==> src/rtl/core_ctrl_pkg.sv <==
// Shared definitions for the core boot/run controller: FSM state encodings
// and the fixed priority order used to arbitrate simultaneous commands.
package core_ctrl_pkg;

  localparam int STATE_W = 3;

  typedef enum logic [STATE_W-1:0] {
    ST_IDLE    = 3'd0,
    ST_LOAD    = 3'd1,
    ST_RELEASE = 3'd2,
    ST_RUN     = 3'd3,
    ST_HALT    = 3'd4,
    ST_STEP    = 3'd5
  } run_state_e;

  // Winning command after arbitration, listed from highest to lowest priority.
  typedef enum logic [2:0] {
    CMD_NONE   = 3'd0,
    CMD_LOAD   = 3'd1,
    CMD_HALT   = 3'd2,
    CMD_STEP   = 3'd3,
    CMD_RESUME = 3'd4
  } cmd_e;

  // Load beats everything; among the rest halt > step > resume.
  function automatic cmd_e pick_cmd(input logic load, input logic halt,
                                    input logic step, input logic resume);
    cmd_e c;
    c = CMD_NONE;
    if (load)        c = CMD_LOAD;
    else if (halt)   c = CMD_HALT;
    else if (step)   c = CMD_STEP;
    else if (resume) c = CMD_RESUME;
    return c;
  endfunction

endpackage

==> src/rtl/pm_load_seq.sv <==
// Program-memory load sequencer: tracks the next PM address, drops words that
// would land above the top of PM (no wrap), and registers the write strobe,
// address and data one cycle after each accepted word.
module pm_load_seq
  import core_ctrl_pkg::*;
#(
  parameter int N_CORES  = 2,
  parameter int PMA_SIZE = 16,
  parameter int PMD_SIZE = 32
) (
  input  logic                clk,
  input  logic                reset,
  input  logic                start,
  input  logic [PMA_SIZE-1:0] base,
  input  logic [N_CORES-1:0]  core_sel,
  input  logic                accept,
  input  logic [PMD_SIZE-1:0] data,
  output logic [N_CORES-1:0]  pm_wr_en,
  output logic [PMA_SIZE-1:0] pm_wr_add,
  output logic [PMD_SIZE-1:0] pm_wr_dt,
  output logic [PMA_SIZE:0]   words_loaded,
  output logic                err_ovf
);

  // One extra address bit: once it is set the load has run off the top of PM
  // and the counter stops, so the address can never wrap back into range.
  logic [PMA_SIZE:0]  addr_q;
  logic [N_CORES-1:0] sel_q;
  logic               past_top;

  assign past_top = addr_q[PMA_SIZE];

  // Address/index counter, overflow flag and registered write stage.
  always_ff @(posedge clk) begin
    if (reset) begin
      addr_q       <= '0;
      sel_q        <= '0;
      pm_wr_en     <= '0;
      pm_wr_add    <= '0;
      pm_wr_dt     <= '0;
      words_loaded <= '0;
      err_ovf      <= 1'b0;
    end else begin
      pm_wr_en <= '0;
      if (start) begin
        addr_q       <= {1'b0, base};
        sel_q        <= core_sel;
        words_loaded <= '0;
        err_ovf      <= 1'b0;
      end else if (accept) begin
        if (past_top) begin
          err_ovf <= 1'b1;
        end else begin
          pm_wr_en     <= sel_q;
          pm_wr_add    <= addr_q[PMA_SIZE-1:0];
          pm_wr_dt     <= data;
          addr_q       <= addr_q + (PMA_SIZE+1)'(1);
          words_loaded <= words_loaded + (PMA_SIZE+1)'(1);
        end
      end
    end
  end

endmodule

==> src/rtl/core_run_ctrl.sv <==
// Boot and run-control unit: loads program memory for selected cores, holds
// them in reset, releases them after a fixed delay, and gates their clock
// enables for run / halt / single-step while counting run cycles.
//
//  state    | meaning
//  ---------+---------------------------------------------------------
//  IDLE     | cores held in reset, waiting for load or resume
//  LOAD     | streaming program words into PM, cores in reset
//  RELEASE  | reset held for RST_CYCLES cycles before running
//  RUN      | cores in run_mask_q enabled, run_cnt counting
//  HALT     | clock enables off, cores out of reset
//  STEP     | one enabled cycle, then back to HALT
module core_run_ctrl
  import core_ctrl_pkg::*;
#(
  parameter int N_CORES    = 2,
  parameter int PMA_SIZE   = 16,
  parameter int PMD_SIZE   = 32,
  parameter int RST_CYCLES = 4,
  parameter int CNT_W      = 32
) (
  input  logic                clk,
  input  logic                reset,
  input  logic                cmd_load,
  input  logic [PMA_SIZE-1:0] ld_base,
  input  logic [N_CORES-1:0]  ld_core_sel,
  input  logic                ld_valid,
  output logic                ld_ready,
  input  logic [PMD_SIZE-1:0] ld_data,
  input  logic                ld_last,
  output logic [N_CORES-1:0]  pm_wr_en,
  output logic [PMA_SIZE-1:0] pm_wr_add,
  output logic [PMD_SIZE-1:0] pm_wr_dt,
  input  logic                cmd_halt,
  input  logic                cmd_step,
  input  logic                cmd_resume,
  input  logic [N_CORES-1:0]  run_mask,
  output logic [N_CORES-1:0]  core_rst,
  output logic [N_CORES-1:0]  core_en,
  output logic [STATE_W-1:0]  state_o,
  output logic [CNT_W-1:0]    run_cnt,
  output logic [PMA_SIZE:0]   words_loaded,
  output logic                err_ovf
);

  localparam int RC_W = (RST_CYCLES > 1) ? $clog2(RST_CYCLES) : 1;
  localparam logic [RC_W-1:0] REL_LOAD = RC_W'(RST_CYCLES - 1);

  run_state_e         state_q, state_d;
  cmd_e               cmd;
  logic [N_CORES-1:0] run_mask_q;
  logic [RC_W-1:0]    rel_cnt_q;
  logic               accept;
  logic               load_start;

  assign cmd        = pick_cmd(cmd_load, cmd_halt, cmd_step, cmd_resume);
  assign load_start = (cmd == CMD_LOAD);
  assign accept     = ld_valid && (state_q == ST_LOAD);
  assign state_o    = state_q;

  // State register.
  always_ff @(posedge clk) begin
    if (reset) state_q <= ST_IDLE;
    else       state_q <= state_d;
  end

  // Next-state decode and per-state outputs; a load command overrides all.
  always_comb begin
    state_d  = state_q;
    ld_ready = 1'b0;
    core_rst = '1;
    core_en  = '0;
    case (state_q)
      ST_IDLE: begin
        if (cmd == CMD_RESUME) state_d = ST_RELEASE;
      end
      ST_LOAD: begin
        ld_ready = 1'b1;
        if (ld_valid && ld_last) state_d = ST_RELEASE;
      end
      ST_RELEASE: begin
        if (rel_cnt_q == '0) state_d = ST_RUN;
      end
      ST_RUN: begin
        core_rst = ~run_mask_q;
        core_en  = run_mask_q;
        if (cmd == CMD_HALT) state_d = ST_HALT;
      end
      ST_HALT: begin
        core_rst = ~run_mask_q;
        if (cmd == CMD_STEP)        state_d = ST_STEP;
        else if (cmd == CMD_RESUME) state_d = ST_RUN;
      end
      ST_STEP: begin
        core_rst = ~run_mask_q;
        core_en  = run_mask_q;
        state_d  = ST_HALT;
      end
      default: state_d = ST_IDLE;
    endcase
    if (load_start) state_d = ST_LOAD;
  end

  // Release delay down-counter, loaded on entry to RELEASE.
  always_ff @(posedge clk) begin
    if (reset) begin
      rel_cnt_q <= '0;
    end else if (state_d == ST_RELEASE && state_q != ST_RELEASE) begin
      rel_cnt_q <= REL_LOAD;
    end else if (state_q == ST_RELEASE && rel_cnt_q != '0) begin
      rel_cnt_q <= rel_cnt_q - RC_W'(1);
    end
  end

  // Capture the run mask each time the FSM enters RUN.
  always_ff @(posedge clk) begin
    if (reset) begin
      run_mask_q <= '0;
    end else if (state_d == ST_RUN && state_q != ST_RUN) begin
      run_mask_q <= run_mask;
    end
  end

  // Saturating count of enabled cycles (RUN and STEP).
  always_ff @(posedge clk) begin
    if (reset) begin
      run_cnt <= '0;
    end else if ((state_q == ST_RUN || state_q == ST_STEP) && run_cnt != '1) begin
      run_cnt <= run_cnt + CNT_W'(1);
    end
  end

  pm_load_seq #(
    .N_CORES  (N_CORES),
    .PMA_SIZE (PMA_SIZE),
    .PMD_SIZE (PMD_SIZE)
  ) u_pm_load_seq (
    .clk          (clk),
    .reset        (reset),
    .start        (load_start),
    .base         (ld_base),
    .core_sel     (ld_core_sel),
    .accept       (accept),
    .data         (ld_data),
    .pm_wr_en     (pm_wr_en),
    .pm_wr_add    (pm_wr_add),
    .pm_wr_dt     (pm_wr_dt),
    .words_loaded (words_loaded),
    .err_ovf      (err_ovf)
  );

endmodule
==> config.mk <==
export PLATFORM = sky130hd
export DESIGN_NAME = core_run_ctrl
export DESIGN_NICKNAME = d
export VERILOG_FILES = /design/src/rtl/core_ctrl_pkg.sv /design/src/rtl/pm_load_seq.sv /design/src/rtl/core_run_ctrl.sv
export SDC_FILE = /design/constraint.sdc
export NUM_CORES = 1
export LEC_CHECK = 0
export ABC_AREA = 1
export CORE_MARGIN = 4
export CORE_UTILIZATION = 30
export CTS_CLUSTER_DIAMETER = 40
export DETAILED_ROUTE_END_ITERATION = 16
export GPL_TIMING_DRIVEN = 0
export PLACE_DENSITY = 0.65
export SLEW_MARGIN = 30
export SYNTH_ARGS = -nofsm -noshare
export SYNTH_HDL_FRONTEND = slang
export SYNTH_HIERARCHICAL = 1
export SYNTH_SLANG_ARGS = --single-unit
==> constraint.sdc <==
create_clock -name clk -period 2.9 [get_ports clk]
set_clock_uncertainty 0.2 [all_clocks]
set_input_delay 0.29 -clock clk [delete_from_list [all_inputs] [get_ports clk]]
set_output_delay 0.29 -clock clk [all_outputs]
set_load 0.05 [all_outputs]
==> flow_summary_export.csv, run 1 <==
group,metric,value,unit
die,die-area,24040,um^2
detailed_routing,drtAntennaViolNets,0,
cts,clk_pin_slew_worst_paths,0.06,ns
sta,final.setup.tns,0,ns
power_and_ir_drop,powerDensity,504.6,nW/um^2
detailed_routing,drc,0,
sta,finalCriticalPeriod,2.627,ns
logic_synthesis,synth_nets,1007,
placed_design,post-place-ws,0.3498,ns
outcome,outcome,"completed",
global_route,grt_overflow,0,
logic_synthesis,ys_seq_elements,126,
cts,post-cts-setup-buffers,0,
logic_synthesis,ys_seq_area_share,38.89,%
detailed_routing,drtPass1Iterations,5,
detailed_routing,num_vias,6607,
die,start_util,30.66,%
final_layout,num_antenna_cells,0,
die,die_h,155.0,um
setup_path,critPathRequiredTime,2.41,ns
die,die_w,155.0,um
logic_synthesis,synth_area_per_cell,6.878,um^2
global_route,grt_pass1_wl,32150,um
logic_synthesis,post-synth-top-area-fraction,38.89,%
global_route,met2_usage,27.36,%
logic_synthesis,synth_warnings,6,
sta,max_slew_margin,51.12,%
cts,clockBufferDepth,2,
cts,root_buffer,"clkbuf_16",
setup_path,start_kind,"flop",
logic_synthesis,synth_top_area_cell,"dfxtp_1",
cts,cts.sinks,126,
logic_synthesis,ys_top_cells_by_area,"dfxtp_1 39%, nand2_1 14%, nor2_1 10%",
power_and_ir_drop,pwr-share-comb,10.8,%
final_layout,final_nets,1193,
setup_path,cp.arrival,2.14,ns
sta,worst_pin_slew,0.7333,ns
cts,cts_buffers,17,
global_route,grtUsageTotal,16.64,%
global_route,antenna_found_initial,0,
sta,hold_slack,0.2340,ns
sta,finalSetupViolations,0,
sta,clock.fmax,380.7,MHz
setup_path,cpMostUsedCell,"nand2_1",
hold_path,hold_path_class,"in2reg",
detailed_routing,wl,20260,um
global_route,grt_busiest_layer,"met2",
setup_path,cp_num_buf_inv,2,
sta,worst_slack,0.2730,ns
power_and_ir_drop,p_int,3.477,mW
cts,clk_latency,0.41,ns
die,ios,168,
logic_synthesis,synth_area,6486,um^2
detailed_routing,routedWlPerCell,14.32,um
power_and_ir_drop,p_sw,1.134,mW
die,fp-row-count,53,
logic_synthesis,async_reset_ff_share,0,%
power_and_ir_drop,pwr-share-seq,39.4,%
detailed_routing,viasPerCell,4.669,
power_and_ir_drop,peakVddDrop,0.3421,mV
global_route,grt_pass1_vias,6244,
die,core-area,21150,um^2
cts,cts_tree,"yes",
cts,cts_max_level,4,
sta,slew_violations,0,
placed_design,io_buffers,167,
detailed_routing,drt_first_iter_violations,447,
setup_path,path_cells,"inv_2 -> nand2_1 -> nand2_1 -> nand2_1 -> clkdlybuf4s50_1",
final_layout,stdcell_count,1415,
power_and_ir_drop,power_frac_clock,49.7,%
setup_path,crit_path_top_delay_cell,"clkdlybuf4s50_1",
power_and_ir_drop,power_leakage,3.578,nW
global_route,grt_max_degree,17,
logic_synthesis,ys.flop_type,"dfxtp_1",
power_and_ir_drop,power.total,4.611,mW
setup_path,critPathTopFamily,"buffers and inverters",
final_layout,layout_common_cells,"242 x nand2_1, 176 x nor2_1, 165 x clkdlybuf4s50_1",
placed_design,gp_congestion,0.9205,
final_layout,syn_to_final_growth,40.88,%
global_route,gr-usage-met3,5.535,%
placed_design,dp_hpwl,15330,um
logic_synthesis,syn_inst,943,
logic_synthesis,synth_edf_count,0,
setup_path,end_kind,"output port",
power_and_ir_drop,switching_share,24.58,%
global_route,grt.met1_usage,20.85,%
sta,finalHoldViolations,0,
job,maxCapViolCount,0,
placed_design,dp.cells,1385,
logic_synthesis,ys_types,46,
setup_path,slowest_delay,0.81,ns
final_layout,layout_commonest_cell,"nand2_1",
sta,finalCritPeriodShare,90.59,%
setup_path,critical_path_class,"reg2out",
cts,ctsHoldBuffers,0,
final_layout,drive_above_1_share,10.26,%
setup_path,path_max_fanout,7,
sta,rsz0062_at_grt,"false",
[registers in the layout, indices dropped and copies added (netlist names)]
| register | count |
|---|---|
| run_cnt | 32 |
| u_pm_load_seq/pm_wr_dt | 32 |
| u_pm_load_seq/sel_q | 2 |
| rel_cnt_q | 2 |
| run_mask_q | 2 |
| u_pm_load_seq/pm_wr_en | 2 |
| state_o | 3 |
| u_pm_load_seq/words_loaded | 17 |
| u_pm_load_seq/pm_wr_add | 16 |
| u_pm_load_seq/addr_q | 17 |
| u_pm_load_seq/err_ovf | 1 |
[per-layer routing]
layer	up-vias	wire length, um
met2	219	9389
met5	-	0
met1	2973	9097
met4	0	307
met3	32	1464
li1	3383	-
[worst min-delay path, cell delays in order]
cell and delay [ns]:
clkdlybuf4s50_1 0.40, nand2_1 0.07, nand2_1 0.05
[Yosys cell counts (8+ instances only)]
library cell,count
clkbuf_1,11
inv_1,88
o21ai_0,65
a21oi_2,19
nand4_1,16
nor2_1,176
nand3_1,43
inv_2,8
nor3_1,13
xor2_1,13
nand2_1,242
a21oi_1,35
nand2_2,10
dfxtp_1,126
[layout make-up]
class                      instances  area [um^2]
fill                            2183        12020
multi-input combinational        690         3379
sequential                       126         2522
timing repair buffer             167         1677
clock buffer                      21        470.5
inverter                          98        370.4
tap                              275        344.1
buffer                            29        214.0
clock inverter                     9        160.2
[metrics by stage]
stage	utilization, %	area [um^2]
floorplan	-	6486
global placement	40.19	8502
detailed placement	40.19	8502
CTS	43.17	9133
global route	43.20	9138
finish	43.20	9138
[path summary, 6_finish.rpt]
kind,start,cells past startpoint,to,slack (ns)
max reg2reg,state_o[1],11,u_pm_load_seq/addr_q[8],0.71
max,state_o[1],5,core_rst[1],0.27
min reg2reg,u_pm_load_seq/sel_q[0],2,u_pm_load_seq/pm_wr_en[0],0.25
min,ld_base[7],3,u_pm_load_seq/addr_q[7],0.23
[cell families after synthesis]
kind of cell             after synthesis  share of synthesized area (%)
flip-flops                           126                          38.89
AND/OR/NAND/NOR                      536                          36.96
XOR/XNOR                              15                          2.026
adder cells (fa/ha/maj)                4                         0.7716
AO/OA/AOI/OAI                        135                          12.35
buffers and inverters                127                          9.008
[power by group through the flow]
stage	registers (mW)	logic, mW	clock network [mW]
finish	1.82	0.500	2.29
global route	1.83	0.539	2.43
CTS	1.82	0.503	2.36
detailed placement	1.86	0.501	0
global placement	1.85	0.497	0
floorplan	1.96	0.175	0
[what timing repair did]
action	CTS	global route
endpoints found under the setup margin	0	2
hold endpoints to repair	0	0
resized for setup	0	2
Power figures use the tool's default switching activity.
==> run 2: changes to the inputs <==
--- a/config.mk
+++ b/config.mk
@@ -6,6 +6,7 @@
 export NUM_CORES = 1
 export LEC_CHECK = 0
 export ABC_AREA = 1
+export CORE_ASPECT_RATIO = 0.9
 export CORE_MARGIN = 4
 export CORE_UTILIZATION = 30
 export CTS_CLUSTER_DIAMETER = 40
==> run 2 against run 1 <==
Against the previous run: worst hold slack got worse by 0.0017 ns; cell count up 0.92%; flip-flop and latch count stayed put; sequential share of layout area is essentially flat; fmax rose by 1.8%; first-iteration DRC count decreased by 6.9%; critical path depth did not move; worst setup slack gained 0.047 ns; power down 0.49%; via count fell by 0.12%; highest routed layer unchanged.
==> flow_summary_export.csv, run 2 (same netlist as run 1, synthesis figures left out) <==
group,metric,value,unit
final_layout,layout_commonest_cell,"nand2_1",
placed_design,io_buffers,167,
sta,worst_pin_slew,0.7307,ns
detailed_routing,drtPass1Iterations,5,
die,start_util,30.86,%
die,ios,168,
setup_path,slowest_delay,0.80,ns
setup_path,cp.arrival,2.09,ns
sta,slew_violations,0,
placed_design,dp.cells,1396,
setup_path,path_max_fanout,7,
cts,root_buffer,"clkbuf_16",
cts,cts.sinks,126,
global_route,grt_max_degree,17,
global_route,antenna_found_initial,0,
detailed_routing,drt_first_iter_violations,416,
cts,cts_buffers,17,
detailed_routing,drtAntennaViolNets,0,
sta,hold_slack,0.2323,ns
final_layout,stdcell_count,1428,
setup_path,critPathRequiredTime,2.41,ns
detailed_routing,wl_met1,9412,um
setup_path,start_kind,"flop",
hold_path,hold_path_class,"in2reg",
cts,cts_max_level,4,
sta,max_slew_margin,51.29,%
final_layout,final_util,43.53,%
die,die_w,163.0,um
power_and_ir_drop,powerDensity,501.5,nW/um^2
die,core-area,21020,um^2
final_layout,largestRegisters,"run_cnt (32), u_pm_load_seq/pm_wr_dt (32)",
detailed_routing,viasPerCell,4.621,
sta,finalSetupViolations,0,
die,fp-row-count,50,
cts,clk_latency,0.42,ns
placed_design,post-place-ws,0.008774,ns
setup_path,critical_path_class,"reg2out",
final_layout,num_antenna_cells,0,
detailed_routing,routedWlPerCell,14.14,um
global_route,grt_pass1_wl,31740,um
job,maxCapViolCount,0,
die,die_h,147.5,um
sta,finalHoldViolations,0,
cts,clk_pin_slew_worst_paths,0.06,ns
sta,finalCriticalPeriod,2.580,ns
power_and_ir_drop,peakVddDrop,0.2746,mV
setup_path,critPathTopFamily,"buffers and inverters",
final_layout,num-fill-cells,2155,
outcome,outcome,"completed",
final_layout,syn_to_final_growth,41.07,%
setup_path,end_kind,"output port",
sta,worst_slack,0.3197,ns
placed_design,dp_hpwl,15500,um
die,die-area,24040,um^2
setup_path,path_cells,"inv_2 -> nand2_1 -> nand2_1 -> nand2_1 -> clkdlybuf4s50_1",
detailed_routing,drc,0,
final_layout,drive_above_1_share,10.51,%
detailed_routing,top_layer,"met4",
final_layout,layout_common_cells,"242 x nand2_1, 176 x nor2_1, 165 x clkdlybuf4s50_1",
setup_path,cp_num_buf_inv,2,
final_layout,final_nets,1193,
cts,cts_tree,"yes",
setup_path,cpMostUsedCell,"nand2_1",
detailed_routing,wl_met2,8947,um
sta,clock.fmax,387.6,MHz
detailed_routing,num_vias,6599,
global_route,grt_pass1_vias,6109,
detailed_routing,wl,20200,um
cts,clockBufferDepth,2,
setup_path,crit_path_top_delay_cell,"clkdlybuf4s50_1",
power_and_ir_drop,power_leakage,3.590,nW
placed_design,gp_congestion,0.8686,
global_route,grtUsageTotal,16.44,%
detailed_routing,dr_wl_met3,1538,um
sta,finalCritPeriodShare,88.98,%
global_route,grt_overflow,0,
sta,final.setup.tns,0,ns
sta,rsz0062_at_grt,"false",
run 2: routing by layer:
metal	GRT usage [%]	vias up
met5	0	-
met4	4.864	0
met3	4.265	20
met2	25.73	239
met1	22.36	2959
li1	-	3381
run 2: layout make-up:
cell class	count	area, um^2	area share, %
buffer	29	214.0	2.338
clock buffer	17	425.4	4.649
clock inverter	15	203.9	2.229
inverter	98	370.4	4.048
multi-input combinational	690	3379	36.93
sequential	126	2522	27.57
tap	286	357.8	3.911
timing repair buffer	167	1677	18.32
run 2: worst min-delay path, stage by stage:
cell and delay (ns):
clkdlybuf4s50_1 0.40, nand2_1 0.07, nand2_1 0.04
run 2: final timing paths:
kind | startpoint | to | slack (ns) | cells after the start
max | state_o[1] | core_rst[0] | 0.32 | 5
min | ld_base[9] | u_pm_load_seq/addr_q[9] | 0.23 | 3
max reg2reg | state_o[1] | u_pm_load_seq/pm_wr_dt[13] | 0.46 | 6
min reg2reg | u_pm_load_seq/sel_q[0] | u_pm_load_seq/pm_wr_en[0] | 0.25 | 2
run 2: repair_timing:
item | 4_1_cts | 5_1_grt
buffers inserted | 0 | 0
endpoints found under the setup margin | 0 | 2
hold buffers | 0 | 0
gates resized for setup | 0 | 2
run 2: power breakdown:
group | total (mW) | switching (mW) | internal [mW]
clock network | 2.27 | 0.888 | 1.39
registers | 1.82 | 0.0344 | 1.78
logic | 0.499 | 0.305 | 0.195
total | 4.59 | 1.23 | 3.36
run 2: stage by stage:
step	power [mW]	instance area, um^2
2_1_floorplan	2.138	6486
3_3_place_gp	2.350	8516
3_5_place_dp	2.354	8516
4_1_cts	4.659	9145
5_1_grt	4.770	9150
6_report	4.589	9150
==> run 3: changes to the inputs <==
--- a/config.mk
+++ b/config.mk
@@ -7,7 +7,6 @@
 export LEC_CHECK = 0
 export ABC_AREA = 1
 export CORE_ASPECT_RATIO = 0.9
-export CORE_MARGIN = 4
 export CORE_UTILIZATION = 30
 export CTS_CLUSTER_DIAMETER = 40
 export DETAILED_ROUTE_END_ITERATION = 16
==> run 3 against run 2 <==
Against the previous run: power increased by 2.2%; flip-flop and latch count unchanged; first-iteration DRC count increased by 12%; utilization up 0.083 points; largest cell class unchanged.
==> flow_summary_export.csv, run 3 (same netlist as run 1, synthesis figures left out) <==
group,metric,value,unit
final_layout,num_antenna_cells,0,
setup_path,path_cells,"inv_2 -> nand2_1 -> nand2_1 -> nand2_1 -> clkdlybuf4s50_1",
global_route,grt_pass1_vias,6028,
sta,clock.fmax,388.9,MHz
detailed_routing,drc,0,
final_layout,final_nets,1193,
placed_design,place_area,8516,um^2
final_layout,largestRegisters,"run_cnt (32), u_pm_load_seq/pm_wr_dt (32)",
hold_path,hold_path_class,"in2reg",
placed_design,dp.cells,1396,
sta,finalSetupViolations,0,
final_layout,syn_to_final_growth,41.34,%
setup_path,cp_num_buf_inv,2,
die,die_h,141.5,um
sta,finalCritPeriodShare,88.67,%
cts,clk_latency,0.42,ns
detailed_routing,drtAntennaViolNets,0,
cts,cts_max_level,4,
die,die_w,157.0,um
sta,finalCriticalPeriod,2.571,ns
setup_path,end_kind,"output port",
die,ios,168,
global_route,grtUsageTotal,17.83,%
sta,finalHoldViolations,0,
power_and_ir_drop,power_leakage,3.592,nW
detailed_routing,drt_first_iter_violations,466,
final_layout,stdcell_count,1428,
outcome,outcome,"completed",
die,fp-row-count,50,
setup_path,critical_path_class,"reg2out",
final_layout,layout_common_cells,"242 x nand2_1, 176 x nor2_1, 165 x clkdlybuf4s50_1",
setup_path,cp.arrival,2.08,ns
sta,max_slew_margin,51.93,%
global_route,grt_max_degree,17,
placed_design,io_buffers,167,
cts,cts.sinks,126,
setup_path,start_kind,"flop",
cts,clk_pin_slew_worst_paths,0.06,ns
setup_path,critPathRequiredTime,2.41,ns
setup_path,critPathTopFamily,"buffers and inverters",
cts,clockBufferDepth,2,
sta,hold_slack,0.2219,ns
placed_design,post-place-ws,0.2104,ns
power_and_ir_drop,peakVddDrop,0.3127,mV
final_layout,final_util,43.61,%
detailed_routing,routedWlPerCell,13.78,um
job,maxCapViolCount,0,
sta,final.setup.tns,0,ns
cts,root_buffer,"clkbuf_16",
sta,worst_pin_slew,0.7155,ns
placed_design,gp_congestion,0.8897,
detailed_routing,num_vias,6619,
die,die-area,22210,um^2
cts,cts_buffers,17,
sta,slew_violations,0,
global_route,antenna_found_initial,1,
detailed_routing,wl,19680,um
setup_path,crit_path_top_delay_cell,"clkdlybuf4s50_1",
global_route,grt_overflow,0,
placed_design,dp_hpwl,14850,um
detailed_routing,viasPerCell,4.635,
cts,cts_tree,"yes",
final_layout,final_area,9168,um^2
final_layout,layout_commonest_cell,"nand2_1",
setup_path,path_max_fanout,7,
global_route,grt_pass1_wl,30730,um
setup_path,reg2reg_slack,0.64,ns
setup_path,slowest_delay,0.80,ns
detailed_routing,drtPass1Iterations,5,
setup_path,cpMostUsedCell,"nand2_1",
sta,rsz0062_at_grt,"false",
die,core-area,21020,um^2
die,start_util,30.86,%
sta,worst_slack,0.3285,ns
power_and_ir_drop,powerDensity,511.4,nW/um^2
final_layout,drive_above_1_share,10.51,%
power_and_ir_drop,power.total,4.689,mW
-- run 3: cell types whose count changed in the layout (fill, tap and decap cells not counted), sizes merged --
cell / delta
clkinv: -5
clkinvlp: +2
inv: +2
bufinv: +1
-- run 3: tightest hold or removal path: stages --
cell and delay, ns:
clkdlybuf4s50_1 0.40, nand2_1 0.06, nand2_1 0.04
-- run 3: final cells by class --
cell class	instances	area (um^2)
timing repair buffer	167	1677
buffer	29	214.0
fill	2182	11850
clock inverter	15	221.5
clock buffer	17	425.4
inverter	98	370.4
tap	286	357.8
sequential	126	2522
multi-input combinational	690	3379
-- run 3: power breakdown --
group	switching, mW	internal (mW)	total (mW)
sequential	0.0351	1.78	1.82
combinational	0.302	0.194	0.496
clock	0.904	1.47	2.38
total	1.24	3.45	4.69
-- run 3: path summary, 6_finish.rpt --
| check | start | end | cells past startpoint |
|---|---|---|---|
| worst max-delay path | state_o[1] | core_rst[1] | 5 |
| worst min-delay path | ld_base[5] | u_pm_load_seq/addr_q[5] | 3 |
| worst min register to register | u_pm_load_seq/sel_q[1] | u_pm_load_seq/pm_wr_en[1] | 2 |
| worst max register to register | state_o[1] | u_pm_load_seq/pm_wr_dt[30] | 6 |
-- run 3: layer usage --
layer	vias up	share of wire, %	GRT usage, %
li1	3381	-	-
met1	2997	46	22.60
met2	220	46	29.33
met3	19	7.4	4.795
met4	2	1.2	5.470
met5	-	0.066	0
-- run 3: timing repair --
item	4_1_cts	5_1_grt
resized for setup	0	2
hold buffers	0	0
endpoints found under the setup margin	0	2
setup buffers	0	0
